[config.mk]
export PLATFORM = sky130hd
export DESIGN_NAME = mem_arbiter_flat
export DESIGN_NICKNAME = d
export VERILOG_FILES = /design/src/rtl/mem_pkg.sv /design/src/rtl/mem_arbiter_if.sv /design/src/rtl/mem_resp_track.sv /design/src/rtl/mem_arbiter.sv /design/src/flat_wrapper.sv
export SDC_FILE = /design/constraint.sdc
export NUM_CORES = 1
export LEC_CHECK = 0
export ABC_CLOCK_PERIOD_IN_PS = 5700
export CAP_MARGIN = 25
export CORE_AREA = 2 2 130 132
export CTS_BUF_LIST = sky130_fd_sc_hd__clkbuf_4
export DETAILED_ROUTE_END_ITERATION = 8
export DIE_AREA = 0 0 132 134
export PLACE_DENSITY_LB_ADDON = 0.3
export SLEW_MARGIN = 20
export SYNTH_ARGS = -nofsm -noshare
export SYNTH_HDL_FRONTEND = slang
export SYNTH_SLANG_ARGS = --single-unit
[constraint.sdc]
create_clock -name clk -period 5.7 [get_ports clk]
set_input_delay 1.14 -clock clk [delete_from_list [all_inputs] [get_ports clk]]
set_output_delay 1.14 -clock clk [all_outputs]
set_load 0.05 [all_outputs]
[src/rtl/mem_pkg.sv]
// Shared types and constants for the boot-ROM / data-RAM arbiter.
package mem_pkg;

  localparam int unsigned ADDR_W = 32;
  localparam int unsigned DATA_W = 32;
  localparam int unsigned BE_W   = 4;

  localparam logic [ADDR_W-1:0] ROM_LIMIT_DEFAULT  = 32'h0000_00FF;
  localparam int unsigned       STARVE_MAX_DEFAULT = 4;
  localparam int unsigned       CNT_W_DEFAULT      = 3;

  localparam logic PORT_IF = 1'b0;
  localparam logic PORT_EX = 1'b1;

  typedef struct packed {
    logic valid;
    logic port;
    logic is_write;
  } owner_tag_t;

  function automatic logic is_rom(input logic [ADDR_W-1:0] addr,
                                  input logic [ADDR_W-1:0] limit);
    return addr <= limit;
  endfunction

endpackage

[src/rtl/mem_arbiter_if.sv]
// Request/response and memory-side signals of mem_arbiter.
// ex_err exists only when MEM_ARB_ERR_EN is defined.
interface mem_arbiter_if;
  import mem_pkg::*;

  logic              if_req;
  logic [ADDR_W-1:0] if_addr;
  logic              if_gnt;
  logic              if_rvalid;
  logic [DATA_W-1:0] if_rdata;

  logic              ex_req;
  logic              ex_we;
  logic [BE_W-1:0]   ex_be;
  logic [ADDR_W-1:0] ex_addr;
  logic [DATA_W-1:0] ex_wdata;
  logic              ex_gnt;
  logic              ex_rvalid;
  logic [DATA_W-1:0] ex_rdata;
`ifdef MEM_ARB_ERR_EN
  logic              ex_err;
`endif

  logic              rom_en;
  logic [ADDR_W-1:0] rom_addr;
  logic [DATA_W-1:0] rom_rdata;

  logic              ram_en;
  logic              ram_we;
  logic [BE_W-1:0]   ram_be;
  logic [ADDR_W-1:0] ram_addr;
  logic [DATA_W-1:0] ram_wdata;
  logic [DATA_W-1:0] ram_rdata;

  // Requesters and memories drive this side.
  modport master (
    output if_req, if_addr, ex_req, ex_we, ex_be, ex_addr, ex_wdata,
    output rom_rdata, ram_rdata,
`ifdef MEM_ARB_ERR_EN
    input  ex_err,
`endif
    input  if_gnt, if_rvalid, if_rdata, ex_gnt, ex_rvalid, ex_rdata,
    input  rom_en, rom_addr, ram_en, ram_we, ram_be, ram_addr, ram_wdata
  );

  // The arbiter sits on this side.
  modport slave (
    input  if_req, if_addr, ex_req, ex_we, ex_be, ex_addr, ex_wdata,
    input  rom_rdata, ram_rdata,
`ifdef MEM_ARB_ERR_EN
    output ex_err,
`endif
    output if_gnt, if_rvalid, if_rdata, ex_gnt, ex_rvalid, ex_rdata,
    output rom_en, rom_addr, ram_en, ram_we, ram_be, ram_addr, ram_wdata
  );

endinterface

[src/rtl/mem_resp_track.sv]
// Per-memory owner tag: remembers who was granted last cycle and steers
// that memory's read data to the owning port.
module mem_resp_track
  import mem_pkg::*;
(
  input  logic              clk,
  input  logic              rst,
  input  owner_tag_t        issue,
  input  logic [DATA_W-1:0] mem_rdata,
  output logic              if_rvalid_c,
  output logic [DATA_W-1:0] if_rdata_c,
  output logic              ex_rvalid_c,
  output logic [DATA_W-1:0] ex_rdata_c
);

  owner_tag_t tag;

  always_ff @(posedge clk or posedge rst) begin
    if (rst) tag <= '0;
    else     tag <= issue;
  end

  // Writes (including dropped ROM writes) complete with zero data.
  always_comb begin
    if_rvalid_c = 1'b0;
    if_rdata_c  = '0;
    ex_rvalid_c = 1'b0;
    ex_rdata_c  = '0;
    if (tag.valid) begin
      if (tag.port == PORT_IF) begin
        if_rvalid_c = 1'b1;
        if_rdata_c  = tag.is_write ? '0 : mem_rdata;
      end else begin
        ex_rvalid_c = 1'b1;
        ex_rdata_c  = tag.is_write ? '0 : mem_rdata;
      end
    end
  end

endmodule

[src/rtl/mem_arbiter.sv]
// Shares boot ROM and data RAM between the IF and EX ports with IF
// starvation protection. Define MEM_ARB_ERR_EN to add the ex_err output.
module mem_arbiter
  import mem_pkg::*;
#(
  parameter logic [ADDR_W-1:0] ROM_LIMIT  = ROM_LIMIT_DEFAULT,
  parameter int unsigned       STARVE_MAX = STARVE_MAX_DEFAULT,
  parameter int unsigned       CNT_W      = CNT_W_DEFAULT
) (
  input logic          clk,
  input logic          rst,
  mem_arbiter_if.slave bus
);

  logic             if_rom, ex_rom, conflict, if_wins;
  logic             if_gnt_c, ex_gnt_c;
  logic             if_on_rom, if_on_ram, ex_on_rom, ex_on_ram;
  logic [CNT_W-1:0] starve_cnt, starve_cnt_nxt;
  owner_tag_t       rom_issue, ram_issue;

  logic              rom_if_v, rom_ex_v, ram_if_v, ram_ex_v;
  logic [DATA_W-1:0] rom_if_d, rom_ex_d, ram_if_d, ram_ex_d;

  // Decode and grant; EX wins same-target conflicts unless IF is starved.
  always_comb begin
    if_rom    = is_rom(bus.if_addr, ROM_LIMIT);
    ex_rom    = is_rom(bus.ex_addr, ROM_LIMIT);
    conflict  = bus.if_req && bus.ex_req && (if_rom == ex_rom);
    if_wins   = (starve_cnt == CNT_W'(STARVE_MAX));
    if_gnt_c  = !rst && bus.if_req && (!conflict || if_wins);
    ex_gnt_c  = !rst && bus.ex_req && (!conflict || !if_wins);
    if_on_rom = if_gnt_c && if_rom;
    if_on_ram = if_gnt_c && !if_rom;
    ex_on_rom = ex_gnt_c && ex_rom;
    ex_on_ram = ex_gnt_c && !ex_rom;
  end

  always_comb begin
    starve_cnt_nxt = starve_cnt;
    if (!bus.if_req || if_gnt_c)
      starve_cnt_nxt = '0;
    else if (conflict && (starve_cnt != CNT_W'(STARVE_MAX)))
      starve_cnt_nxt = starve_cnt + CNT_W'(1);
  end

  always_ff @(posedge clk or posedge rst) begin
    if (rst) starve_cnt <= '0;
    else     starve_cnt <= starve_cnt_nxt;
  end

  // Memory drive; an EX write to ROM is acknowledged but never reaches it.
  always_comb begin
    bus.if_gnt    = if_gnt_c;
    bus.ex_gnt    = ex_gnt_c;
    bus.rom_en    = if_on_rom || (ex_on_rom && !bus.ex_we);
    bus.rom_addr  = ex_on_rom ? bus.ex_addr : bus.if_addr;
    bus.ram_en    = if_on_ram || ex_on_ram;
    bus.ram_we    = ex_on_ram && bus.ex_we;
    bus.ram_be    = ex_on_ram ? bus.ex_be : '0;
    bus.ram_addr  = ex_on_ram ? bus.ex_addr : bus.if_addr;
    bus.ram_wdata = ex_on_ram ? bus.ex_wdata : '0;
  end

  always_comb begin
    rom_issue.valid    = if_on_rom || ex_on_rom;
    rom_issue.port     = ex_on_rom ? PORT_EX : PORT_IF;
    rom_issue.is_write = ex_on_rom && bus.ex_we;
    ram_issue.valid    = if_on_ram || ex_on_ram;
    ram_issue.port     = ex_on_ram ? PORT_EX : PORT_IF;
    ram_issue.is_write = ex_on_ram && bus.ex_we;
  end

  mem_resp_track u_rom_track (
    .clk         (clk),
    .rst         (rst),
    .issue       (rom_issue),
    .mem_rdata   (bus.rom_rdata),
    .if_rvalid_c (rom_if_v),
    .if_rdata_c  (rom_if_d),
    .ex_rvalid_c (rom_ex_v),
    .ex_rdata_c  (rom_ex_d)
  );

  mem_resp_track u_ram_track (
    .clk         (clk),
    .rst         (rst),
    .issue       (ram_issue),
    .mem_rdata   (bus.ram_rdata),
    .if_rvalid_c (ram_if_v),
    .if_rdata_c  (ram_if_d),
    .ex_rvalid_c (ram_ex_v),
    .ex_rdata_c  (ram_ex_d)
  );

  always_comb begin
    bus.if_rvalid = rom_if_v | ram_if_v;
    bus.if_rdata  = rom_if_d | ram_if_d;
    bus.ex_rvalid = rom_ex_v | ram_ex_v;
    bus.ex_rdata  = rom_ex_d | ram_ex_d;
  end

`ifdef MEM_ARB_ERR_EN
  logic ex_err_q;

  // ROM write, or misaligned read / full-word write.
  always_ff @(posedge clk or posedge rst) begin
    if (rst) ex_err_q <= 1'b0;
    else     ex_err_q <= ex_gnt_c &&
                         ((bus.ex_we && ex_rom) ||
                          ((bus.ex_addr[1:0] != 2'b00) &&
                           (!bus.ex_we || (bus.ex_be == 4'b1111))));
  end

  always_comb bus.ex_err = ex_err_q;
`endif

endmodule
[src/flat_wrapper.sv]
// flat-port wrapper written by rule: the top's interface ports become plain ports
module mem_arbiter_flat import mem_pkg::*;
#(
  parameter logic [ADDR_W-1:0] ROM_LIMIT  = ROM_LIMIT_DEFAULT,
  parameter int unsigned       STARVE_MAX = STARVE_MAX_DEFAULT,
  parameter int unsigned       CNT_W      = CNT_W_DEFAULT
)
  (clk, rst, bus_if_req, bus_if_addr, bus_ex_req, bus_ex_we, bus_ex_be, bus_ex_addr, bus_ex_wdata, bus_rom_rdata, bus_ram_rdata, bus_if_gnt, bus_if_rvalid, bus_if_rdata, bus_ex_gnt, bus_ex_rvalid, bus_ex_rdata, bus_rom_en, bus_rom_addr, bus_ram_en, bus_ram_we, bus_ram_be, bus_ram_addr, bus_ram_wdata);
  mem_arbiter_if bus_i ();
  input logic clk;
  input logic rst;
  input wire logic [$bits(bus_i.if_req)-1:0] bus_if_req;
  input wire logic [$bits(bus_i.if_addr)-1:0] bus_if_addr;
  input wire logic [$bits(bus_i.ex_req)-1:0] bus_ex_req;
  input wire logic [$bits(bus_i.ex_we)-1:0] bus_ex_we;
  input wire logic [$bits(bus_i.ex_be)-1:0] bus_ex_be;
  input wire logic [$bits(bus_i.ex_addr)-1:0] bus_ex_addr;
  input wire logic [$bits(bus_i.ex_wdata)-1:0] bus_ex_wdata;
  input wire logic [$bits(bus_i.rom_rdata)-1:0] bus_rom_rdata;
  input wire logic [$bits(bus_i.ram_rdata)-1:0] bus_ram_rdata;
  output wire logic [$bits(bus_i.if_gnt)-1:0] bus_if_gnt;
  output wire logic [$bits(bus_i.if_rvalid)-1:0] bus_if_rvalid;
  output wire logic [$bits(bus_i.if_rdata)-1:0] bus_if_rdata;
  output wire logic [$bits(bus_i.ex_gnt)-1:0] bus_ex_gnt;
  output wire logic [$bits(bus_i.ex_rvalid)-1:0] bus_ex_rvalid;
  output wire logic [$bits(bus_i.ex_rdata)-1:0] bus_ex_rdata;
  output wire logic [$bits(bus_i.rom_en)-1:0] bus_rom_en;
  output wire logic [$bits(bus_i.rom_addr)-1:0] bus_rom_addr;
  output wire logic [$bits(bus_i.ram_en)-1:0] bus_ram_en;
  output wire logic [$bits(bus_i.ram_we)-1:0] bus_ram_we;
  output wire logic [$bits(bus_i.ram_be)-1:0] bus_ram_be;
  output wire logic [$bits(bus_i.ram_addr)-1:0] bus_ram_addr;
  output wire logic [$bits(bus_i.ram_wdata)-1:0] bus_ram_wdata;
  assign bus_i.if_req = bus_if_req;
  assign bus_i.if_addr = bus_if_addr;
  assign bus_i.ex_req = bus_ex_req;
  assign bus_i.ex_we = bus_ex_we;
  assign bus_i.ex_be = bus_ex_be;
  assign bus_i.ex_addr = bus_ex_addr;
  assign bus_i.ex_wdata = bus_ex_wdata;
  assign bus_i.rom_rdata = bus_rom_rdata;
  assign bus_i.ram_rdata = bus_ram_rdata;
  assign bus_if_gnt = bus_i.if_gnt;
  assign bus_if_rvalid = bus_i.if_rvalid;
  assign bus_if_rdata = bus_i.if_rdata;
  assign bus_ex_gnt = bus_i.ex_gnt;
  assign bus_ex_rvalid = bus_i.ex_rvalid;
  assign bus_ex_rdata = bus_i.ex_rdata;
  assign bus_rom_en = bus_i.rom_en;
  assign bus_rom_addr = bus_i.rom_addr;
  assign bus_ram_en = bus_i.ram_en;
  assign bus_ram_we = bus_i.ram_we;
  assign bus_ram_be = bus_i.ram_be;
  assign bus_ram_addr = bus_i.ram_addr;
  assign bus_ram_wdata = bus_i.ram_wdata;
  mem_arbiter #(.ROM_LIMIT(ROM_LIMIT), .STARVE_MAX(STARVE_MAX), .CNT_W(CNT_W)) u_core (.clk(clk), .rst(rst), .bus(bus_i));
endmodule
==> results.sh, run 1 <==
export IMPL_status="completed"
export IMPL_cp_top_family="simple AND/OR/NAND/NOR gates"
export IMPL_max_freq_mhz=197.8
export IMPL_synth_edf_count=0
export IMPL_fin_nets=820
export IMPL_wl_met3_um=1094
export IMPL_area_delta_synth_final_pct=148.2
export IMPL_tns_ns=0
export IMPL_drt_wl_total_um=14330
export IMPL_worstPathCellList="clkdlybuf4s50_1 > nor4_1 > nand4_1 > or2_2 > a311oi_4 > buf_4 > nor2b_1 > buf_4"
export IMPL_core_um2=16290
export IMPL_num_antenna_cells=0
export IMPL_antenna_found_initial=0
export IMPL_cts_tree="done"
export IMPL_slew_viol_final=0
export IMPL_finalInstanceArea_um2=5959
export IMPL_hold_start="u_core.starve_cnt[0]"
export IMPL_crit_buf_inv=3
export IMPL_drive_gt1_share_pct=20.06
export IMPL_wl_met1_um=5087
export IMPL_pwr_share_seq_pct=10.4
export IMPL_cts_buffers=3
export IMPL_setup_viol=0
export IMPL_synthXorXnorAreaFrac_pct=0.3648
export IMPL_synth_common_cells="67 x nand2b_1, 64 x o22ai_1, 38 x and2_1, 32 x mux2_1, 24 x nor2b_1"
export IMPL_p_sw_uw=338.0
export IMPL_grtUsageTotal_pct=14.93
export IMPL_hpwl_um=12090
export IMPL_hold_class="reg -> reg"
export IMPL_htree_levels=1
export IMPL_async_reset_ff_share_pct=100.0
export IMPL_ant_nets=0
export IMPL_top_level_ports=340
export IMPL_syn_instance_count=327
export IMPL_synthAdderAreaFrac_pct=1.042
export IMPL_grt_max_degree=43
export IMPL_wl_met2_um=7959
export IMPL_via_per_inst=4.351
export IMPL_crit_top_cell="buf_4"
export IMPL_multi_input_area_um2=2016
export IMPL_drtPass1Iterations=6
export IMPL_end_kind="output pin"
export IMPL_ys_types=35
export IMPL_grt_pass1_vias=3890
export IMPL_hold_viol_final=0
export IMPL_grt_pass1_wl_um=21290
export IMPL_synth_compound_area_share_pct=20.58
export IMPL_slew_headroom_pct=38.70
export IMPL_yosys_mux_area_fraction_pct=20.06
export IMPL_grt_setup_unrepaired="no"
export IMPL_holdWs_ns=0.5219
export IMPL_fillers=1705
export IMPL_holdBufCountCts=0
export IMPL_tightest_slew_ns=0.9195
export IMPL_die_h_um=134
export IMPL_synth_ff_latch_count=9
export IMPL_cp_arrival_ns=3.92
export IMPL_startpoint_type="input pin"
export IMPL_slowest_delay_ns=0.57
export IMPL_synth_nets=498
export IMPL_synthesis_area_um2=2401
export IMPL_r2r_start="u_core.starve_cnt[0]"
export IMPL_drt_initial_drc_count=130
export IMPL_drc_errors=0
export IMPL_p_per_area_nw_per_um2=112.4
export IMPL_port_buffers=339
export IMPL_pwr_share_clk_pct=7.8
export IMPL_place_area_um2=5929
export IMPL_slowest_stage="a311oi_4"
export IMPL_internal_power_uw=331.6
export IMPL_fp_dieArea_um2=17690
export IMPL_path_max_fanout=24
export IMPL_wl_per_cell_um=16.51
export IMPL_yosysMostFrequentCell="nand2b_1"
export IMPL_ctsResizeCount=0
export IMPL_p_leak_nw=2.411
export IMPL_period_share_pct=88.71
export IMPL_rows=47
export IMPL_post_synth_and_or_nand_nor_area_fraction_pct=41.90
export IMPL_maxCapViolCount=0
export IMPL_cp_data_required_time_ns=4.56
export IMPL_comb_power_share_pct=81.8
export IMPL_p_sw_share_pct=50.47
export IMPL_synth_top_area_share_pct=17.46
export IMPL_postCtsSetupRepairBufs=0
export IMPL_clock_skew_ns=0.007316
export IMPL_root_buffer="clkbuf_4"
export IMPL_synthTopCellsByArea="nand2b_1 17%, o22ai_1 17%, mux2_1 15%"
export IMPL_vdd_ir_drop_max_mv=0.05959
export IMPL_seq_area_frac_synth_pct=9.380
export IMPL_clk_latency_ns=0.25
export IMPL_grt_overflow_total=0
export IMPL_cts_sinks=9
export IMPL_die_w_um=132
export IMPL_syn_area_per_cell_um2=7.343
export IMPL_register_area_um2=225.2
export IMPL_clk_pin_slew_worst_paths_ns=0.06
export IMPL_gp_congestion=0.8359
export IMPL_finalCriticalPeriod_ns=5.056
export IMPL_dominantRegCellSynth="dfrtp_1"
export IMPL_route_vias_total=3777
export IMPL_synth_top_family_by_area="simple AND/OR/NAND/NOR gates"
export IMPL_yosysWarnings=0
export IMPL_synth_top_area_cell="nand2b_1"
export IMPL_worstSetupPathType="in -> out"
export IMPL_maxUsedRoutingLayer="met4"
export IMPL_crit_start="bus_ex_addr[27]"
export IMPL_final_core_util_pct=36.59
export IMPL_cts_buffer_depth=2
export IMPL_initial_core_util_pct=14.74
[power groups by stage]
stage	clock [mW]	sequential [mW]	combinational [mW]
floorplan	0	0.0686	0.298
global placement	0	0.0709	0.546
detailed placement	0	0.0711	0.551
CTS	0.0533	0.0699	0.553
global route	0.0559	0.0704	0.572
finish	0.0520	0.0698	0.548
[final cells by class]
class	count	area share, %
repair buffers	347	57.02
well taps	220	4.619
inverters	4	0.2519
clock buffers	4	0.5039
multi-input cells	284	33.82
flip-flops and latches	9	3.779
[registers in the layout, summed over array words and instances, names as in the netlist]
signal,cells
u_core.starve_cnt,3
u_core.u_ram_track.tag,3
u_core.u_rom_track.tag,3
[metrics by stage]
stage / worst slack [ns] / total power, mW / std cells
floorplan: 1.479 / 0.3666 / 327
finish: 0.6438 / 0.6696 / 868
detailed placement: 0.6290 / 0.6220 / 864
global route: 0.4320 / 0.6986 / 868
global placement: 0.7118 / 0.6174 / 864
CTS: 0.6339 / 0.6757 / 868
[layer usage]
metal / track usage [%] / vias to the layer above
met5: 0 / -
met4: 2.959 / 0
met3: 2.910 / 10
met2: 30.99 / 211
met1: 15.26 / 1737
li1: - / 1819
[placed cells by master (no fill, tap or decap), drive strengths merged]
| cell type | netlist | layout |
|---|---|---|
| nand2b | 67 | 67 |
| o22ai | 64 | 64 |
| and3 | 1 | 1 |
| mux2 | 41 | 41 |
| nor3 | 1 | 1 |
| inv | 4 | 4 |
| nand3 | 3 | 3 |
| or2 | 1 | 1 |
| ha | 2 | 2 |
| nor2b | 24 | 24 |
| nor2 | 5 | 5 |
| o211a | 1 | 1 |
| clkbuf | 20 | 4 |
| mux2i | 2 | 2 |
| a21bo | 1 | 1 |
| a311o | 1 | 1 |
| nand4 | 1 | 1 |
| clkdlybuf4s50 | 0 | 237 |
| or4 | 2 | 2 |
| xnor2 | 1 | 1 |
| and2 | 38 | 38 |
| and4 | 1 | 1 |
| dfrtp | 9 | 9 |
| a311oi | 1 | 1 |
| buf | 10 | 110 |
| nand2 | 12 | 12 |
| a211oi | 2 | 2 |
| nor4 | 10 | 10 |
| a21oi | 2 | 2 |
[cells by family after synthesis]
logic type	count (synthesis)
fa+ha+maj	2
mux	43
buf+inv	34
simple gates	166
xor+xnor	1
flops	9
compound gates	72
[final timing paths]
check                      depth (start not counted)  slack, ns                        end
min                                                1       0.52       u_core.starve_cnt[0]
max                                                8       0.64           bus_rom_addr[25]
min reg2reg                                        1       0.52       u_core.starve_cnt[0]
max reg2reg                                        7       3.74  u_core.u_rom_track.tag[0]
max in group asynchronous                          2       4.12  u_core.u_ram_track.tag[0]
min in group asynchronous                          2       1.30       u_core.starve_cnt[0]
(Power assumes the default switching activity.)
==> inputs of run 2 (changes only) <==
--- a/config.mk
+++ b/config.mk
@@ -7,10 +7,10 @@
 export LEC_CHECK = 0
 export ABC_CLOCK_PERIOD_IN_PS = 5700
 export CAP_MARGIN = 25
-export CORE_AREA = 2 2 130 132
+export CORE_AREA = 5 5 130 132
 export CTS_BUF_LIST = sky130_fd_sc_hd__clkbuf_4
 export DETAILED_ROUTE_END_ITERATION = 8
-export DIE_AREA = 0 0 132 134
+export DIE_AREA = 0 0 135 137
 export PLACE_DENSITY_LB_ADDON = 0.3
 export SLEW_MARGIN = 20
 export SYNTH_ARGS = -nofsm -noshare
==> results.sh, run 2 (synthesized netlist as in run 1, its figures left out) <==
export IMPL_initial_core_util_pct=15.39
export IMPL_cts_buffer_depth=2
export IMPL_final_common_cell="clkdlybuf4s50_1"
export IMPL_cp_data_required_time_ns=4.56
export IMPL_grt_setup_unrepaired="no"
export IMPL_top_level_ports=340
export IMPL_htree_levels=1
export IMPL_final_core_util_pct=39.70
export IMPL_cts_buffers=3
export IMPL_tightest_slew_ns=0.8412
export IMPL_drc_errors=0
export IMPL_path_max_fanout=22
export IMPL_clk_pin_slew_worst_paths_ns=0.06
export IMPL_wl_per_cell_um=17.75
export IMPL_grt_pass1_wl_um=21360
export IMPL_top_regs="u_core.starve_cnt (3), u_core.u_ram_track.tag (3), u_core.u_rom_track.tag (3)"
export IMPL_die_w_um=135
export IMPL_finalInstanceArea_um2=6192
export IMPL_gp_congestion=0.8404
export IMPL_power_uw=690.5
export IMPL_via_per_inst=4.390
export IMPL_cts_tree="done"
export IMPL_rows=46
export IMPL_grt_overflow_total=0
export IMPL_tns_ns=0
export IMPL_period_share_pct=92.32
export IMPL_port_buffers=339
export IMPL_startpoint_type="input pin"
export IMPL_busiest_layer="met2"
export IMPL_place_area_um2=6160
export IMPL_vdd_ir_drop_max_mv=0.06478
export IMPL_route_vias_total=3797
export IMPL_drt_initial_drc_count=70
export IMPL_end_kind="output pin"
export IMPL_holdBufCountCts=0
export IMPL_cts_sinks=9
export IMPL_slew_headroom_pct=43.92
export IMPL_slew_viol_final=0
export IMPL_clock_skew_ns=0.003099
export IMPL_finalCriticalPeriod_ns=5.262
export IMPL_die_h_um=137
export IMPL_grt_util_met2_pct=28.57
export IMPL_holdWs_ns=0.5480
export IMPL_drt_wl_total_um=15350
export IMPL_ctsResizeCount=0
export IMPL_maxCapViolCount=0
export IMPL_drive_gt1_share_pct=17.28
export IMPL_root_buffer="clkbuf_4"
export IMPL_final_cell_mix="255 x clkdlybuf4s50_1, 67 x nand2b_1, 64 x o22ai_1, 60 x buf_4, 38 x and2_1"
export IMPL_clk_latency_ns=0.26
export IMPL_grtUsageTotal_pct=14.70
export IMPL_grt_pass1_vias=3913
export IMPL_fin_nets=820
export IMPL_worstSetupPathType="in -> out"
export IMPL_hpwl_um=13430
export IMPL_grt_max_degree=60
export IMPL_hold_viol_final=0
export IMPL_ant_nets=0
export IMPL_grt_use_met1_pct=15.25
export IMPL_reg2reg_slack_ns=3.93
export IMPL_grt_util_met3_pct=3.750
export IMPL_core_um2=15600
export IMPL_fp_dieArea_um2=18500
export IMPL_p_leak_nw=2.447
export IMPL_hold_class="reg -> reg"
export IMPL_drtPass1Iterations=4
export IMPL_area_delta_synth_final_pct=157.9
export IMPL_cp_arrival_ns=4.12
export IMPL_max_freq_mhz=190.0
export IMPL_p_per_area_nw_per_um2=111.5
export IMPL_fillers=1579
export IMPL_postCtsSetupRepairBufs=0
export IMPL_antenna_found_initial=1
export IMPL_status="completed"
export IMPL_setup_viol=0
[run 2: cell count changes in the layout (fill, tap and decap cells not counted)]
| cell | before | now |
|---|---|---|
| buf_4 | 94 | 60 |
| clkdlybuf4s50_1 | 237 | 255 |
| buf_12 | 16 | 30 |
| buf_8 | 0 | 2 |
| diode_2 | 0 | 1 |
[run 2: final cells by class]
cell class	count	area [µm²]	area share, %
repair buffers	347	3633	58.68
well taps	216	270.3	4.365
clock buffers	4	30.03	0.4849
flip-flops and latches	9	225.2	3.637
multi-input cells	284	2016	32.55
inverters	4	15.01	0.2425
diodes	1	2.502	0.04041
[run 2: final timing paths]
check | to | from | depth (start not counted)
worst min register to register | u_core.starve_cnt[0] | u_core.starve_cnt[0] | 1
min in group asynchronous | u_core.u_ram_track.tag[1] | rst | 2
worst min-delay path | u_core.starve_cnt[0] | u_core.starve_cnt[0] | 1
worst max-delay path | bus_rom_addr[3] | bus_ex_addr[15] | 9
max in group asynchronous | u_core.starve_cnt[1] | rst | 2
worst max register to register | u_core.u_ram_track.tag[0] | u_core.starve_cnt[0] | 7
[run 2: worst max-delay path, cell delays in order]
cell and delay (ns):
clkdlybuf4s50_1 0.41, nor4_1 0.51, nand4_1 0.26, or2_2 0.39
a311oi_4 0.28, buf_4 0.32, buf_4 0.24, mux2_2 0.36
buf_4 0.19
[run 2: routing by layer]
metal / wire length, µm / share of wire (%)
met1: 5454 / 36
met2: 7913 / 52
met3: 1602 / 10
met4: 381 / 2.5
met5: 0 / 0
[run 2: power breakdown]
part           internal, mW  leakage [nW]  switching (mW)  total [mW]
clock                0.0317        0.0184          0.0223      0.0541
combinational         0.248          2.31           0.319       0.567
sequential           0.0661         0.121         0.00359      0.0697
[run 2: through the flow]
| step | setup slack, ns | cells |
|---|---|---|
| finish | 0.4379 | 865 |
| global route | 0.3091 | 865 |
| CTS | 0.5092 | 864 |
| detailed placement | 0.5014 | 860 |
| global placement | 0.5628 | 858 |
| floorplan | 1.479 | 327 |
